$ cat config.mk
export PLATFORM = sky130hd
export DESIGN_NAME = wave_program_encoder
export DESIGN_NICKNAME = d
export VERILOG_FILES = /design/src/rtl/wave_pkg.sv /design/src/rtl/wave_out_fifo.sv /design/src/rtl/wave_program_encoder.sv
export SDC_FILE = /design/constraint.sdc
export NUM_CORES = 1
export LEC_CHECK = 0
export BUFFER_PORTS_ARGS = -buffer_cell sky130_fd_sc_hd__buf_2
export CAP_MARGIN = 20
export CORE_AREA = 2 2 97 99
export CTS_CLUSTER_DIAMETER = 200
export DETAILED_ROUTE_END_ITERATION = 10
export DIE_AREA = 0 0 99 101
export GPL_TIMING_DRIVEN = 0
export PLACE_DENSITY = 0.55
export SYNTH_ARGS = -nofsm -noshare
export SYNTH_HDL_FRONTEND = slang
export SYNTH_SLANG_ARGS = --single-unit
$ cat constraint.sdc
create_clock -name clk -period 4.55 [get_ports clk]
set_clock_uncertainty 0.05 [all_clocks]
set_input_delay 0.2275 -clock clk [delete_from_list [all_inputs] [get_ports clk]]
set_output_delay 0.2275 -clock clk [all_outputs]
set_load 0.01 [all_outputs]
$ cat src/rtl/wave_pkg.sv
// Shared definitions for the waveform program encoder: opcodes, word widths,
// run classes, encoder states and small helpers for classification.
package wave_pkg;

    localparam int PARAM_SIZE = 8;
    localparam int OP_SIZE    = 3;
    localparam int WORD_SIZE  = OP_SIZE + PARAM_SIZE;

    localparam logic [OP_SIZE-1:0] C_NOP  = 3'd0;
    localparam logic [OP_SIZE-1:0] C_LINE = 3'd1;
    localparam logic [OP_SIZE-1:0] C_INCR = 3'd2;
    localparam logic [OP_SIZE-1:0] C_DCRE = 3'd3;
    localparam logic [OP_SIZE-1:0] C_JUMP = 3'd4;

    typedef enum logic [1:0] {
        CLASS_LINE,
        CLASS_INCR,
        CLASS_DCRE,
        CLASS_JUMP
    } run_class_t;

    typedef enum logic {
        IDLE,
        RUN
    } enc_state_t;

    // Opcode emitted for a run of the given class.
    function automatic logic [OP_SIZE-1:0] class_op(input run_class_t cls);
        case (cls)
            CLASS_LINE: class_op = C_LINE;
            CLASS_INCR: class_op = C_INCR;
            CLASS_DCRE: class_op = C_DCRE;
            default:    class_op = C_JUMP;
        endcase
    endfunction

    // Classify the modulo-256 step between consecutive samples.
    function automatic run_class_t classify(input logic [PARAM_SIZE-1:0] diff);
        case (diff)
            8'd0:    classify = CLASS_LINE;
            8'd1:    classify = CLASS_INCR;
            8'd255:  classify = CLASS_DCRE;
            default: classify = CLASS_JUMP;
        endcase
    endfunction

endpackage

$ cat src/rtl/wave_out_fifo.sv
// Two-entry output queue of {op, param} words; accepts up to two pushes and
// one pop per cycle. Pops are applied before pushes within a cycle.
module wave_out_fifo
    import wave_pkg::*;
(
    input  logic                 clk,
    input  logic                 reset,
    input  logic [1:0]           push_count,
    input  logic [WORD_SIZE-1:0] push_word0,
    input  logic [WORD_SIZE-1:0] push_word1,
    input  logic                 pop,
    output logic [WORD_SIZE-1:0] head,
    output logic                 empty
);

    logic [WORD_SIZE-1:0] slot0;
    logic [WORD_SIZE-1:0] slot1;
    logic [1:0]           count;
    logic [WORD_SIZE-1:0] slot0_n;
    logic [WORD_SIZE-1:0] slot1_n;
    logic [1:0]           count_n;

    // Compute next contents: drop the head on pop, then append new words in order.
    always_comb begin
        slot0_n = slot0;
        slot1_n = slot1;
        count_n = count;
        if (pop && count != 2'd0) begin
            slot0_n = slot1;
            count_n = count - 2'd1;
        end
        if (push_count != 2'd0) begin
            if (count_n == 2'd0) begin
                slot0_n = push_word0;
            end else begin
                slot1_n = push_word0;
            end
            count_n = count_n + 2'd1;
        end
        if (push_count[1]) begin
            slot1_n = push_word1;
            count_n = count_n + 2'd1;
        end
    end

    // Storage registers; reset clears the queue and the visible head word.
    always_ff @(posedge clk) begin
        if (reset) begin
            slot0 <= '0;
            slot1 <= '0;
            count <= 2'd0;
        end else begin
            slot0 <= slot0_n;
            slot1 <= slot1_n;
            count <= count_n;
        end
    end

    assign head  = slot0;
    assign empty = (count == 2'd0);

endmodule

$ cat src/rtl/wave_program_encoder.sv
// Compresses a DAC sample stream into waveform program words (JUMP, INCR,
// DCRE, LINE run-length runs). Input is accepted only while the output
// queue is empty, so one cycle's pushes always fit in the queue.
module wave_program_encoder
    import wave_pkg::*;
(
    input  logic                  clk,
    input  logic                  reset,
    input  logic                  sample_valid,
    input  logic [PARAM_SIZE-1:0] sample_data,
    output logic                  sample_ready,
    input  logic                  flush,
    output logic                  instr_valid,
    output logic [OP_SIZE-1:0]    instr_op,
    output logic [PARAM_SIZE-1:0] instr_param,
    input  logic                  instr_ready
);

    enc_state_t            state, state_n;
    logic [PARAM_SIZE-1:0] prev, prev_n;
    logic [PARAM_SIZE-1:0] count, count_n;
    run_class_t            run_cls, run_cls_n;
    logic [PARAM_SIZE-1:0] diff;
    run_class_t            sample_cls;
    logic [1:0]            push_count;
    logic [WORD_SIZE-1:0]  word0, word1;
    logic [WORD_SIZE-1:0]  head;
    logic                  fifo_empty;
    logic                  sample_acc, flush_acc;

    assign sample_ready = fifo_empty && !reset;
    assign sample_acc   = sample_valid && sample_ready;
    assign flush_acc    = flush && sample_ready;
    assign instr_valid  = !fifo_empty;
    assign instr_op     = head[WORD_SIZE-1:PARAM_SIZE];
    assign instr_param  = head[PARAM_SIZE-1:0];

    // Encoder state register.
    always_ff @(posedge clk) begin
        if (reset) begin
            state   <= IDLE;
            prev    <= '0;
            count   <= '0;
            run_cls <= CLASS_LINE;
        end else begin
            state   <= state_n;
            prev    <= prev_n;
            count   <= count_n;
            run_cls <= run_cls_n;
        end
    end

    // Next-state and pushed words: the sample is handled first, then a same-cycle flush closes the run.
    always_comb begin
        state_n    = state;
        prev_n     = prev;
        count_n    = count;
        run_cls_n  = run_cls;
        push_count = 2'd0;
        word0      = '0;
        word1      = '0;
        diff       = sample_data - prev;
        sample_cls = classify(diff);

        if (sample_acc) begin
            prev_n = sample_data;
            if (state == IDLE) begin
                word0      = {C_JUMP, sample_data};
                push_count = 2'd1;
                count_n    = '0;
                state_n    = RUN;
            end else if (sample_cls == CLASS_JUMP) begin
                if (count != '0) begin
                    word0      = {class_op(run_cls), count};
                    word1      = {C_JUMP, sample_data};
                    push_count = 2'd2;
                end else begin
                    word0      = {C_JUMP, sample_data};
                    push_count = 2'd1;
                end
                count_n = '0;
            end else if (count == '0) begin
                run_cls_n = sample_cls;
                count_n   = 8'd1;
            end else if (sample_cls != run_cls) begin
                word0      = {class_op(run_cls), count};
                push_count = 2'd1;
                run_cls_n  = sample_cls;
                count_n    = 8'd1;
            end else if (count == 8'd255) begin
                word0      = {class_op(run_cls), count};
                push_count = 2'd1;
                count_n    = 8'd1;
            end else begin
                count_n = count + 8'd1;
            end
        end

        if (flush_acc) begin
            if (count_n != '0) begin
                if (push_count == 2'd0) begin
                    word0 = {class_op(run_cls_n), count_n};
                end else begin
                    word1 = {class_op(run_cls_n), count_n};
                end
                push_count = push_count + 2'd1;
            end
            state_n = IDLE;
            count_n = '0;
        end
    end

    wave_out_fifo u_out_fifo (
        .clk        (clk),
        .reset      (reset),
        .push_count (push_count),
        .push_word0 (word0),
        .push_word1 (word1),
        .pop        (instr_valid && instr_ready),
        .head       (head),
        .empty      (fifo_empty)
    );

endmodule

After elaboration in Yosys (flattened, before gate mapping). Cells that the tools add are included.

Word-level logic and storage cells: 93. Bits in registers: 43. Output and inout bits: 13. Bits of input ports: 13.

Reductions and logical operators: 21. $add $sub $neg: 6. Multiplexer cells: 49. Equal/unequal tests: 10.

Operator list (number): two-way mux 11 bit (23); two-way mux 8 bit (6); two-way mux 2 bit (14); one-hot mux 3 bit (3 select lines) (2); equality test 8 bit (second input constant) (2); logical NOT 8 bit (2); nonzero test 8 bit (2); logical NOT 2 bit (5); adder 8 x 1 -> 8 bit (second input constant) (1); equality test 8 x 1 -> 1 bit (second input constant) (1); subtractor 8 bit (1); adder 2 x 1 -> 2 bit (second input constant) (3); equality test 2 bit (second input constant) (3); one-hot mux 2 bit (3 select lines) (1); nonzero test 2 bit (3); logical AND 1 bit (5); equality test 2 x 1 -> 1 bit (second input constant) (2); two-way mux 1 bit (3); logical NOT 1 bit (2); != test 2 x 1 -> 1 bit (second input constant) (1); != test 2 bit (1); AND reduction 2 bit (1); OR reduction 2 bit (1); subtractor 2 x 1 -> 2 bit (second input constant) (1).

Logic depth before layout (Yosys ltp). Gate-level depths: netlist of the first run.

Depth after elaboration: 17. Mapped depth: 20. Gate-level depth less buffers: 19.

Hierarchy. From an unflattened synthesis of the first run, not the netlist that was laid out.

Cells, all modules: 449. Area total of the unflattened synthesis: 3558.4 µm².

Modules (own cells, without submodules): wave_program_encoder (instances 1, sequential area each 380.4 µm², area each 2346.0 µm², cells each 329); wave_out_fifo (instances 1, sequential area each 480.5 µm², area each 1212.4 µm², cells each 120).

Worst setup path after synthesis of the first run. No wires, ideal clock.

Path kind: register to register. Start point: register prev[0]. End point: register u_out_fifo.slot1[0]. Data arrival time: 3.989 ns. Data required time: 4.350 ns. Cell stages (with the launch flop): 20. Period minus slack after synthesis: 4.189 ns. Path buffers: 1. Library setup time: 0.150 ns. Path slack: 0.361 ns. Cell sequence: dfxtp_1 -> ha_1 -> inv_1 -> fa_1 -> a211oi_2 -> nor2_1 -> a31o_2 -> a221oi_1 -> and4_1 -> nor2_1 -> xnor2_1 -> a31o_2 -> inv_2 -> ha_1 -> nand3_1 -> a31oi_1 -> buf_4 -> o32ai_1 -> o21ai_0 -> a221oi_2.

Word-level cells in the longest chain between the ends: 16. Elaborated cells on any way between the ends: 43. Those cells by class: add/sub (2); eq/ne (5); mux (30); reduce/logical (6).

RTL lines: start, declared (RTL line wave_program_encoder.sv:20) `logic [PARAM_SIZE-1:0] prev, prev_n;`; start signal, assigned (RTL line wave_program_encoder.sv:47) `prev <= prev_n;`; subtractor 8 bit (*) (RTL line wave_program_encoder.sv:62) `diff = sample_data - prev;`; equality test 8 bit (tied with other cells) (RTL line wave_pkg.sv:39) `case (diff)`; one-hot mux 2 bit (3 select lines) (*) (RTL line wave_pkg.sv:39); branches (longest 13 deep; another with adder 2 x 1 -> 2 bit); end signal, assigned (RTL line wave_out_fifo.sv:54) `slot1 <= slot1_n;`; end, declared (RTL line wave_out_fifo.sv:17) `logic [WORD_SIZE-1:0] slot1;`.

Every way passes the cells marked *. The select of a mux whose other input is x is not followed. A chain may end at the register's enable or synchronous reset.

Worst setup path in the final report of the first run.
Start point: register prev[0]. End point: register u_out_fifo.slot1[4].

The elaborated chain is that of the path after synthesis.

==> results of run 1 <==
[sequential cells by signal, summed over array words and instances (netlist names)]
signal	flops
count	8
prev	8
run_cls	2
state	1
u_out_fifo.count	2
u_out_fifo.head	11
u_out_fifo.slot1	11
[power by group]
| group | leakage (nW) | switching, mW | internal (mW) |
|---|---|---|---|
| Clock | 0.0618 | 0.155 | 0.181 |
| Sequential | 0.349 | 0.0199 | 0.419 |
| Combinational | 1.26 | 0.475 | 0.314 |
| Total | 1.67 | 0.650 | 0.914 |
[Yosys cell counts, drive strengths merged (3+ instances only)]
master / count / area share, %
nor2: 43 / 4.6
nor3: 13 / 2.0
a22o: 7 / 1.7
a22oi: 3 / 0.64
clkbuf: 22 / 2.3
xnor2: 8 / 2.4
buf: 8 / 1.9
nand2b: 7 / 1.2
nand3: 24 / 3.4
and2: 3 / 0.60
a221oi: 3 / 1.1
or3: 5 / 1.0
nor4: 5 / 1.1
a21o: 6 / 1.3
o22ai: 12 / 2.1
a311oi: 3 / 0.92
ha: 17 / 6.0
dfxtp: 43 / 24
inv: 27 / 2.9
nor2b: 6 / 1.1
o21ai: 17 / 2.5
a31oi: 4 / 1.1
nand4: 3 / 0.53
a21oi: 33 / 4.8
o31ai: 15 / 4.6
nor3b: 3 / 0.64
mux2i: 33 / 9.4
a211oi: 3 / 1.1
nand2: 42 / 4.5
mux2: 3 / 0.96
[cells by family (layout without fill, tap and decap cells)]
kind of cell	count (synthesis)	after routing	synth area share, %
AO/OA/AOI/OAI	123	123	26.7
XOR/XNOR	8	8	2.42
adder cells (fa/ha/maj)	18	18	6.61
buffers and inverters	57	107	7.10
flip-flops	43	43	24.4
multiplexers	36	36	10.3
AND/OR/NAND/NOR	162	162	22.4
[worst max-delay path by stage]
stage	startpoint	endpoint	cells past startpoint
finish	prev[0]	u_out_fifo.slot1[4]	17
global route	prev[0]	u_out_fifo.slot1[9]	20
CTS	prev[0]	u_out_fifo.slot1[4]	20
detailed placement	sample_data[0]	u_out_fifo.slot1[0]	21
global placement	sample_data[0]	u_out_fifo.slot1[4]	21
floorplan	prev[0]	u_out_fifo.slot1[0]	19
[per-stage QoR]
stage / setup TNS [ns] / instance area (um2) / std cells / hold WS (ns) / setup slack (ns)
5_1_grt: -0.382 / 4310 / 608 / 0.158 / -0.0456
6_report: 0 / 4310 / 608 / 0.151 / 0.143
4_1_cts: -0.0711 / 4010 / 593 / 0.150 / -0.0224
3_3_place_gp: -9.75 / 3780 / 582 / 0.394 / -0.567
3_5_place_dp: -11.52 / 3780 / 582 / 0.397 / -0.644
2_1_floorplan: 0 / 3520 / 447 / 0.313 / 0.361
[tightest hold or removal path, delay by kind of cell]
family                 cells  cell delay, ns
buffers and inverters      1            0.13
AND/OR/NAND/NOR            1            0.06
AO/OA/AOI/OAI              1            0.05
[layer usage]
| metal | GRT usage (%) | vias up | routed length (um) |
|---|---|---|---|
| met4 | 6.22 | 0 | 231 |
| met1 | 31.1 | 1679 | 4970 |
| met5 | 0 | - | 0 |
| met2 | 34.3 | 119 | 4790 |
| met3 | 3.33 | 19 | 668 |
| li1 | - | 1729 | - |
[timing repair]
action / CTS / global route
setup endpoints to repair: 23 / 23
cloned: 0 / 1
resized for setup: 16 / 32
buffers inserted: 3 / 14
pin swaps: 3 / 11
[area by class of cell]
class	count	area share (%)
inverter	27	2.41
timing repair buffer	42	6.32
clock inverter	2	0.899
sequential	43	20.0
clock buffer	6	1.91
buffer	30	3.74
multi-input combinational	347	61.5
tap	111	3.22
==> results.md, run 1 <==
- The cell area that synthesis handed to floorplanning was 3520 um2.
- In the final layout, flip-flops and latches occupy 862 um2.
- The number of antenna cells inserted is 0.
- Buffers inserted to repair hold after CTS numbered 0.
- After detailed routing, the average wire length per cell comes to 17.5 um.
- The worst setup path is of the reg2reg kind.
- The min-delay analysis places its worst path in the category in2reg.
- For this run, the total global-route usage over all layers was measured as 21.8%.
- Yosys mapped the design onto 65 distinct sky130hd cell types.
- The most used flip-flop cell after synthesis is dfxtp_1.
- The count of yosys warnings during synthesis is 0.
- The I/O pin count is 26.
- The average footprint of a synthesized cell is 7.88 um2.
- The number of stages on the worst hold path is 3.
- The worst register-to-register path has a setup slack of 0.14 ns.
- Counting flops with an async set or reset pin after synthesis yields a share of 0%.
- The number of iterations in the first detailed-routing pass is 5.
- The final max-slew violation count is 0.
- The initial standard-cell utilization of the core is 39.2%.
- For the worst setup path, the data required time is 4.69 ns.
- Measured in cells, the most critical reg-to-reg path has a length of 17.
- The area of the placeable core is 8980 um2.
- For the worst-skew pair, the clock arrives at the later sink with an insertion delay of 0.31 ns.
- The post-detailed-routing wire length is 10.7 mm.
- The multi-input combinational cells in the finished layout cover a total of 2650 um2.
- The detail route stage leaves a number of antenna-violating nets equal to 0.
- The cell leakage power is 1.67 nW.
- Together, buffers and inverters on the worst path number 3.
- Relative to the synthesized area, the layout overhead comes to 22.5%.
- The clock-pin slew on the worst setup and hold paths is 0.09 ns.
- Of the available clock period, the critical path in the final layout requires 96.9%.
- The tree is rooted in a clkbuf_8.
- Setup repair after global routing could not meet its margin everywhere.
- The TritonCTS clock tree is yes.
- The clock passes through at most 2 buffers.
- The peak ir drop on the vdd network is 0.176 mV.
- Detailed routing inserted a total of 3546 vias.
- The height of the chip is 101 um.
- Cells fill 48.0% of the core in the end.
- Entering global routing, the biggest net connects 15 pins.
- The overall power of the completed layout is 1.56 mW.
- The count of unresolved DRC violations after routing is 0.
- The flow ran to the end, and the final reports show no timing, DRC or antenna violations.
- Static timing analysis puts the maximum clock frequency at 227 MHz.
- In this run the power density over the cells is 363 nW/um2.
- The source of the worst hold timing path is sample_data[2].
- Using the TritonRoute via totals, the vias-per-cell ratio works out to 5.83.
- Counting the fill cells in the layout gives 898.
- The portion of the post-synthesis area used by sequential elements is 24.4%.
- For this run the aggregate overflow at the end of global routing stands at 0.
- The iteration-0 DRC count of the detailed router is 255.
- The headroom to the max-slew limit is 30.6%.
- The worst register-to-register path begins at prev[0].
- The register bit count reported by yosys is 43.
- In the layout the commonest cells are nor2_1 (43), nand2_1 (42), dfxtp_1 (42).
- The kind of end point of the critical path is a flop.
- The most frequent standard cell in the layout excluding fill and tap cells is nor2_1.
- The first-pass GRT wire length is 17.4 mm.
- The number of nets handed over by synthesis was 478.
- After floorplanning, the core was divided into 35 placement rows.
- The slew at the pin closest to its max-slew limit is 1.03 ns.
- Max-cap violations in this run came to 0.
- The die covers 10000 um2.
- The initial antenna violation count is 0.
- The half-perimeter wire length after detailed placement is 7.91 mm.
- The minimum clock period after layout is 4.41 ns.
- TritonCTS created 5 clock buffers.
- Buffers placed on the I/O ports in this run total 24.
- The number of synthesized flops with an enable pin is 0.
- For this run, the post-layout net count is 527.
- CTS saw 43 sinks.
- The top fanout value on the critical path is 10.
- STA classifies the critical path startpoint as a flop.
- The delay of the slowest critical-path stage is 0.47 ns.
- The data arrival time of the worst path is 4.54 ns.
- The worst flop-to-flop path endpoint is u_out_fifo.slot1[4].
- In the synthesized netlist, the number of instances is 447.
- The global placer's final weighted congestion is 0.971.
- The endpoint of the worst hold path is prev[2].
- The number of H-tree levels is 2.
- The share of cells above drive strength 1 is 22.1%.
- The critical path goes through ha_1 -> inv_1 -> fa_2 -> a211oi_4 -> o22ai_1 -> a21oi_1 -> nand4_1 -> or3_4 -> o32a_4 -> nor3_4 -> o21ai_4 -> a31oi_4 -> buf_6 -> mux2i_4 -> buf_6 -> mux2i_1 -> o22ai_1.
- The total count of hold-check failures in the final report is 0.
- Setup violations remaining at the end of the flow were counted as 0.
- The critical path's slowest cell is or3_4.
- Among cell families on the critical path, the largest total delay comes from compound AO/OA/AOI/OAI gates.
- The die extent in x is 99 um.
- The via count of the first global-routing pass was 3333.
Note: power is estimated with default switching activity, not from simulation.
==> inputs of run 2 (changes only) <==
--- a/config.mk
+++ b/config.mk
@@ -13,6 +13,7 @@
 export DIE_AREA = 0 0 99 101
 export GPL_TIMING_DRIVEN = 0
 export PLACE_DENSITY = 0.55
+export RECOVER_POWER = 50
 export SYNTH_ARGS = -nofsm -noshare
 export SYNTH_HDL_FRONTEND = slang
 export SYNTH_SLANG_ARGS = --single-unit
==> run 2 against run 1 <==
Global-route usage unchanged. Highest routed layer unchanged. Power shrank 0.23%. Utilization is 0.17 points lower. Largest power group unchanged. Cell area decreased by 0.35%. Sequential power hardly changed.
==> results.md, run 2 (synthesis results as in run 1) <==
- The clock net sink count is 43 (unchanged).
- The max-capacitance violation count came to 0 (unchanged).
- The total vias in the final route is 3560 (+0.39%).
- The number of stages on the worst hold path is 3 (unchanged).
- The clock-pin slew on the worst setup and hold paths is 0.09 ns (about the same).
- The first-pass GRT wire length is 17.4 mm (unchanged).
- The path depth of the worst reg2reg path was 17 (unchanged).
- The total routing resource utilization after global routing came to 21.8% (unchanged).
- The number of antenna cells inserted was 0 (unchanged).
- The initial antenna violation count is 0 (unchanged).
- The power per cell area is 363 nW/um2 (+0.12%).
- The TritonCTS clock tree is yes.
- The via density per instance came to 5.86 (+0.39%).
- The number of iterations in the first detailed-routing pass came to 5 (unchanged).
- The root buffer cell is clkbuf_8.
- The I/O pin count is 26 (unchanged).
- The final max-slew violation count is 0 (unchanged).
- The final net count is 527 (unchanged).
- The maximum frequency from static timing analysis came to 227 MHz (about the same).
- The global placer's final weighted congestion is 0.971 (unchanged).
- The tightest min-delay check is of the in2reg type.
- The maximum number of pins on one net before global-route repair is 15 (unchanged).
- The kind of critical path is reg2reg.
- The required arrival time at the worst endpoint is 4.68 ns (about the same).
- The number of setup violations in the final report is 0 (unchanged).
- The total count of hold-check failures in the final report came to 0 (unchanged).
- The top fanout value on the critical path came to 10 (unchanged).
- The headroom to the max-slew limit is 30.6% (about the same).
- The iteration-0 DRC count of the detailed router is 255 (unchanged).
- The overall power of the completed layout is 1.56 mW (-0.23%).
- Leaving out fill and tap cells, the most frequent cells in the layout are nor2_1 (43), nand2_1 (42), dfxtp_1 (42).
- The number of port buffers was 24 (unchanged).
- The final worst hold slack was 0.151 ns (+0.000222 ns).
- The die extent in x came to 99 um (unchanged).
- The minimum clock period after layout is 4.41 ns (-0.000771 ns).
- The detailed-route wire length per cell is 17.6 um (+0.24%).
- The slew at the pin closest to its max-slew limit is 1.03 ns (+0.000409 ns).
- The number of placement rows was 35 (unchanged).
- The die area is 10000 um2 (unchanged).
- The global route total overflow is 0 (unchanged).
- STA classifies the critical path startpoint as a flop.
- The data arrival time of the worst path came to 4.54 ns (about the same).
- The half-perimeter wire length after detailed placement is 7.91 mm (unchanged).
- The share of cells above drive strength 1 is 19.7% (-2.4 points).
- The area of the placeable core is 8980 um2 (unchanged).
- The pre-CTS setup slack is -0.644 ns (unchanged).
- The via count of the first global-routing pass is 3333 (unchanged).
- The post-detailed-routing wire length is 10.7 mm (+0.24%).
- The number of H-tree levels is 2 (unchanged).
- STA classifies the critical path endpoint as a flop.
- The initial standard-cell utilization of the core is 39.2% (unchanged).
- The source of the worst hold timing path is sample_data[2].
- The share of the clock period used by the worst path is 96.8% (about the same).
- Setup repair after global routing could not meet its margin everywhere.
- The buffer depth of the longest clock path is 2 (unchanged).
- The startpoint of the worst register-to-register path is prev[0].
- The clock latency reported for the late side of the worst-skew pair is 0.31 ns (about the same).
- The count of unresolved DRC violations after routing came to 0 (unchanged).
- The library cell used most frequently in the layout, excluding fill and tap cells, is nor2_1.
- The cell leakage power is 1.62 nW (-3.1%).
- The number of buffers inserted during clock tree synthesis is 5 (unchanged).
- The area added between synthesis and finish is 22.0%.
- The count of antenna-violating nets left after detailed routing is 0 (unchanged).
- The peak ir drop on the vdd network is 0.177 mV (+0.39%).
- The worst setup slack after layout was 0.144 ns (+0.000771 ns).
- The height of the chip is 101 um (unchanged).
- The flow ran to the end, and the final reports show no timing, DRC or antenna violations.
- The critical path starts at prev[0].
run 2: power by group:
group | internal, mW | total (mW) | switching, mW
registers | 0.419 | 0.439 | 0.0204
logic | 0.308 | 0.785 | 0.477
clock network | 0.181 | 0.336 | 0.156
run 2: what timing repair did:
item / in CTS / in global routing
cloned: 0 / 1
setup endpoints to repair: 23 / 23
gates resized for setup: 16 / 32
pin swaps: 3 / 11
buffers inserted: 3 / 14
hold buffers: 0 / 0
endpoints found under the hold margin: 0 / 0
run 2: final timing paths:
path | endpoint | slack, ns
setup / recovery | u_out_fifo.slot1[4] | 0.14
hold / removal | prev[2] | 0.15
setup reg to reg | u_out_fifo.slot1[4] | 0.14
hold reg to reg | prev[1] | 0.41
run 2: area by class of cell:
type / instances / area [um2]
clock inverter: 2 / 38.8
timing repair buffer: 42 / 258
clock buffer: 6 / 82.6
tap: 111 / 139
fill: 894 / 4680
buffer: 30 / 161
inverter: 27 / 104
sequential: 43 / 862
multi-input combinational: 347 / 2650
run 2: critical path, stage by stage, from the launching register on:
cell      delay, ns
dfxtp_2        0.35
ha_1           0.13
inv_1          0.05
fa_2           0.36
a211oi_4       0.29
o22ai_1        0.10
a21oi_1        0.16
nand4_1        0.20
or3_4          0.47
o32a_4         0.42
nor3_4         0.34
o21ai_4        0.16
a31oi_4        0.24
buf_6          0.18
mux2i_4        0.25
buf_6          0.20
mux2i_1        0.21
o22ai_1        0.09
run 2: metal layers:
layer | vias to the layer above | share of wire, % | track usage [%]
met1 | 1682 | 46 | 31.1
met2 | 125 | 45 | 34.3
met5 | - | 0 | 0
met3 | 21 | 6.6 | 3.33
li1 | 1732 | - | -
met4 | 0 | 2.3 | 6.22
run 2: metrics by stage:
stage	util, %	setup TNS [ns]	area, um2	cells
final	47.9	0	4300	608
after global routing	47.9	-0.383	4300	608
after CTS	44.7	-0.0711	4010	593
after detailed placement	42.1	-11.52	3780	582
after global placement	42.1	-9.75	3780	582
after floorplan	-	0	3520	447
==> inputs of run 3 (changes only) <==
--- a/config.mk
+++ b/config.mk
@@ -14,6 +14,7 @@
 export GPL_TIMING_DRIVEN = 0
 export PLACE_DENSITY = 0.55
 export RECOVER_POWER = 50
+export REMOVE_ABC_BUFFERS = 1
 export SYNTH_ARGS = -nofsm -noshare
 export SYNTH_HDL_FRONTEND = slang
 export SYNTH_SLANG_ARGS = --single-unit
==> run 3 against run 2 <==
Final cell count fell by 3.3%. Sequential share of layout area increased by 0.76 points. First-iteration DRC count is 12% lower. Via count fell by 3.6%. Cell area down 3.6%. Clock-buffer cell count is 1 lower. Routed wire length is 4.6% lower. Non-clock buffer count fell by 20. Worst hold slack lost 0.010 ns. Critical path type unchanged. Clock power fell by 5%. Fmax rose by 2.0%. Register-to-register slack better by 0.09 ns.
==> results.md, run 3 (synthesis results as in run 1) <==
- The number of setup violations in the final report came to 0 (unchanged).
- The maximum frequency from static timing analysis is 231 MHz (+2.0%).
- The I/O pin count was 26 (unchanged).
- The final worst hold slack is 0.141 ns (-0.0100 ns).
- The count of unresolved DRC violations after routing came to 0 (unchanged).
- The peak ir drop on the vdd network came to 0.193 mV (+9.3%).
- In the layout the commonest cells are nand2_1 (42), dfxtp_1 (42), nor2_1 (41).
- The overall power of the completed layout is 1.53 mW (-1.8%).
- The clock-pin slew on the worst setup and hold paths is 0.09 ns (about the same).
- The clock latency reported for the late side of the worst-skew pair came to 0.31 ns (about the same).
- Relative to the synthesized area, the layout overhead comes to 17.6%.
- The share of cells above drive strength 1 is 21.2% (+1.5 points).
- The initial standard-cell utilization of the core is 39.2% (unchanged).
- The number of buffers inserted during clock tree synthesis is 5 (unchanged).
- The first-pass GRT wire length was 16.6 mm (-4.7%).
- The total routing resource utilization after global routing is 20.4% (-1.4 points).
- The height of the chip is 101 um (unchanged).
- The detailed-route wire length per cell is 17.3 um (-1.3%).
- The number of iterations in the first detailed-routing pass is 4 (-1).
- The data arrival time of the worst path is 4.45 ns (-0.09 ns).
- The TritonCTS clock tree is yes.
- The cell leakage power came to 1.58 nW (-2.4%).
- The global route total overflow is 0 (unchanged).
- The kind of start point of the critical path is a flop.
- The top fanout value on the critical path came to 8 (-2).
- The utilization after layout is 46.1% (-1.7 points).
- The via count of the first global-routing pass came to 3262 (-2.1%).
- The tree is rooted in a clkbuf_8.
- The half-perimeter wire length after detailed placement came to 7.31 mm (-7.6%).
- The run finished with clean final reports.
- The global placer's final weighted congestion is 0.880 (-9.4%).
- The kind of path behind the tightest hold check is in2reg.
- The power per cell area is 370 nW/um2 (+1.9%).
- The final net count was 507 (-3.8%).
- The number of placement rows came to 35 (unchanged).
- The required arrival time at the worst endpoint is 4.68 ns (about the same).
- The count of antenna-violating nets left after detailed routing is 0 (unchanged).
- The die area was 10000 um2 (unchanged).
- The initial antenna violation count was 0 (unchanged).
- The clock net sink count is 43 (unchanged).
- The number of antenna cells inserted is 0 (unchanged).
- The post-detailed-routing wire length is 10.2 mm (-4.6%).
- The max-capacitance violation count was 0 (unchanged).
- The final max-slew violation count came to 0 (unchanged).
- The number of H-tree levels is 2 (unchanged).
- The hold buffer count at CTS is 0 (unchanged).
- The slew at the pin closest to its max-slew limit came to 1.08 ns (+0.0446 ns).
- The maximum number of pins on one net before global-route repair came to 29 (+14).
- The share of the clock period used by the worst path is 95.0% (-1.9 points).
- The minimum clock period after layout is 4.32 ns (-0.0857 ns).
- The via density per instance is 5.84 (-0.29%).
- The headroom to the max-slew limit is 27.6% (-3.0 points).
- The total count of hold-check failures in the final report is 0 (unchanged).
- STA classifies the critical path endpoint as a flop.
- The number of port buffers is 25 (+4.2%).
- The die extent in x came to 99 um (unchanged).
- The kind of critical path is reg2reg.
- The buffer depth of the longest clock path is 2 (unchanged).
- The area of the placeable core is 8980 um2 (unchanged).
- The total vias in the final route is 3433 (-3.6%).
- The iteration-0 DRC count of the detailed router was 225 (-12%).
==> run 3: power breakdown <==
group          switching, mW  total [mW]  internal (mW)
Combinational          0.467       0.772          0.305
Sequential            0.0241       0.443          0.419
Clock                  0.152       0.318          0.166
Total                  0.644        1.53          0.889
==> run 3: critical path: stages, from the launching register on <==
cell	delay, ns
dfxtp_2	0.35
ha_1	0.13
inv_1	0.05
fa_2	0.37
a211oi_4	0.27
o22ai_1	0.10
a21oi_1	0.16
nand4_1	0.11
buf_4	0.18
or3_4	0.42
o32a_4	0.43
o31ai_2	0.25
a211oi_2	0.15
buf_4	0.19
a31oi_4	0.21
buf_6	0.18
mux2_2	0.36
mux2i_1	0.13
o22ai_1	0.10
==> run 3: worst paths after layout <==
kind | startpoint | end | slack, ns | cells past startpoint
worst max-delay path | prev[0] | u_out_fifo.slot1[1] | 0.23 | 18
worst min register to register | prev[5] | prev[5] | 0.41 | 2
worst min-delay path | sample_data[3] | prev[3] | 0.14 | 3
worst max register to register | prev[0] | u_out_fifo.slot1[1] | 0.23 | 18
==> run 3: what timing repair did <==
action,CTS,global route
setup endpoints to repair,23,23
gates resized for setup,22,14
buffers inserted,10,14
pin swaps,7,5
==> run 3: area by class of cell <==
type	instances	area (um2)
repair buffers	52	315
multi-input cells	347	2610
fillers	918	4840
inverters	27	104
well taps	111	139
flip-flops and latches	43	862
clock inverters	3	46.3
clock buffers	5	68.8
==> run 3: layer usage <==
metal	global-route usage (%)	vias up	part of all wire [%]
met5	0	-	0
met4	3.79	0	0.94
met3	2.84	11	4.0
met2	34.1	87	49
met1	28.4	1654	46
li1	-	1681	-
==> run 3: metrics by stage <==
stage          TNS [ns]  instances  setup slack [ns]  area [um2]
2_1_floorplan     -1.18        417            -0.243        3370
3_3_place_gp     -25.27        553             -1.33        3640
3_5_place_dp     -20.58        556             -1.07        3660
4_1_cts               0        574            0.0382        3990
5_1_grt         -0.0288        588           -0.0288        4140
6_report              0        588             0.229        4140
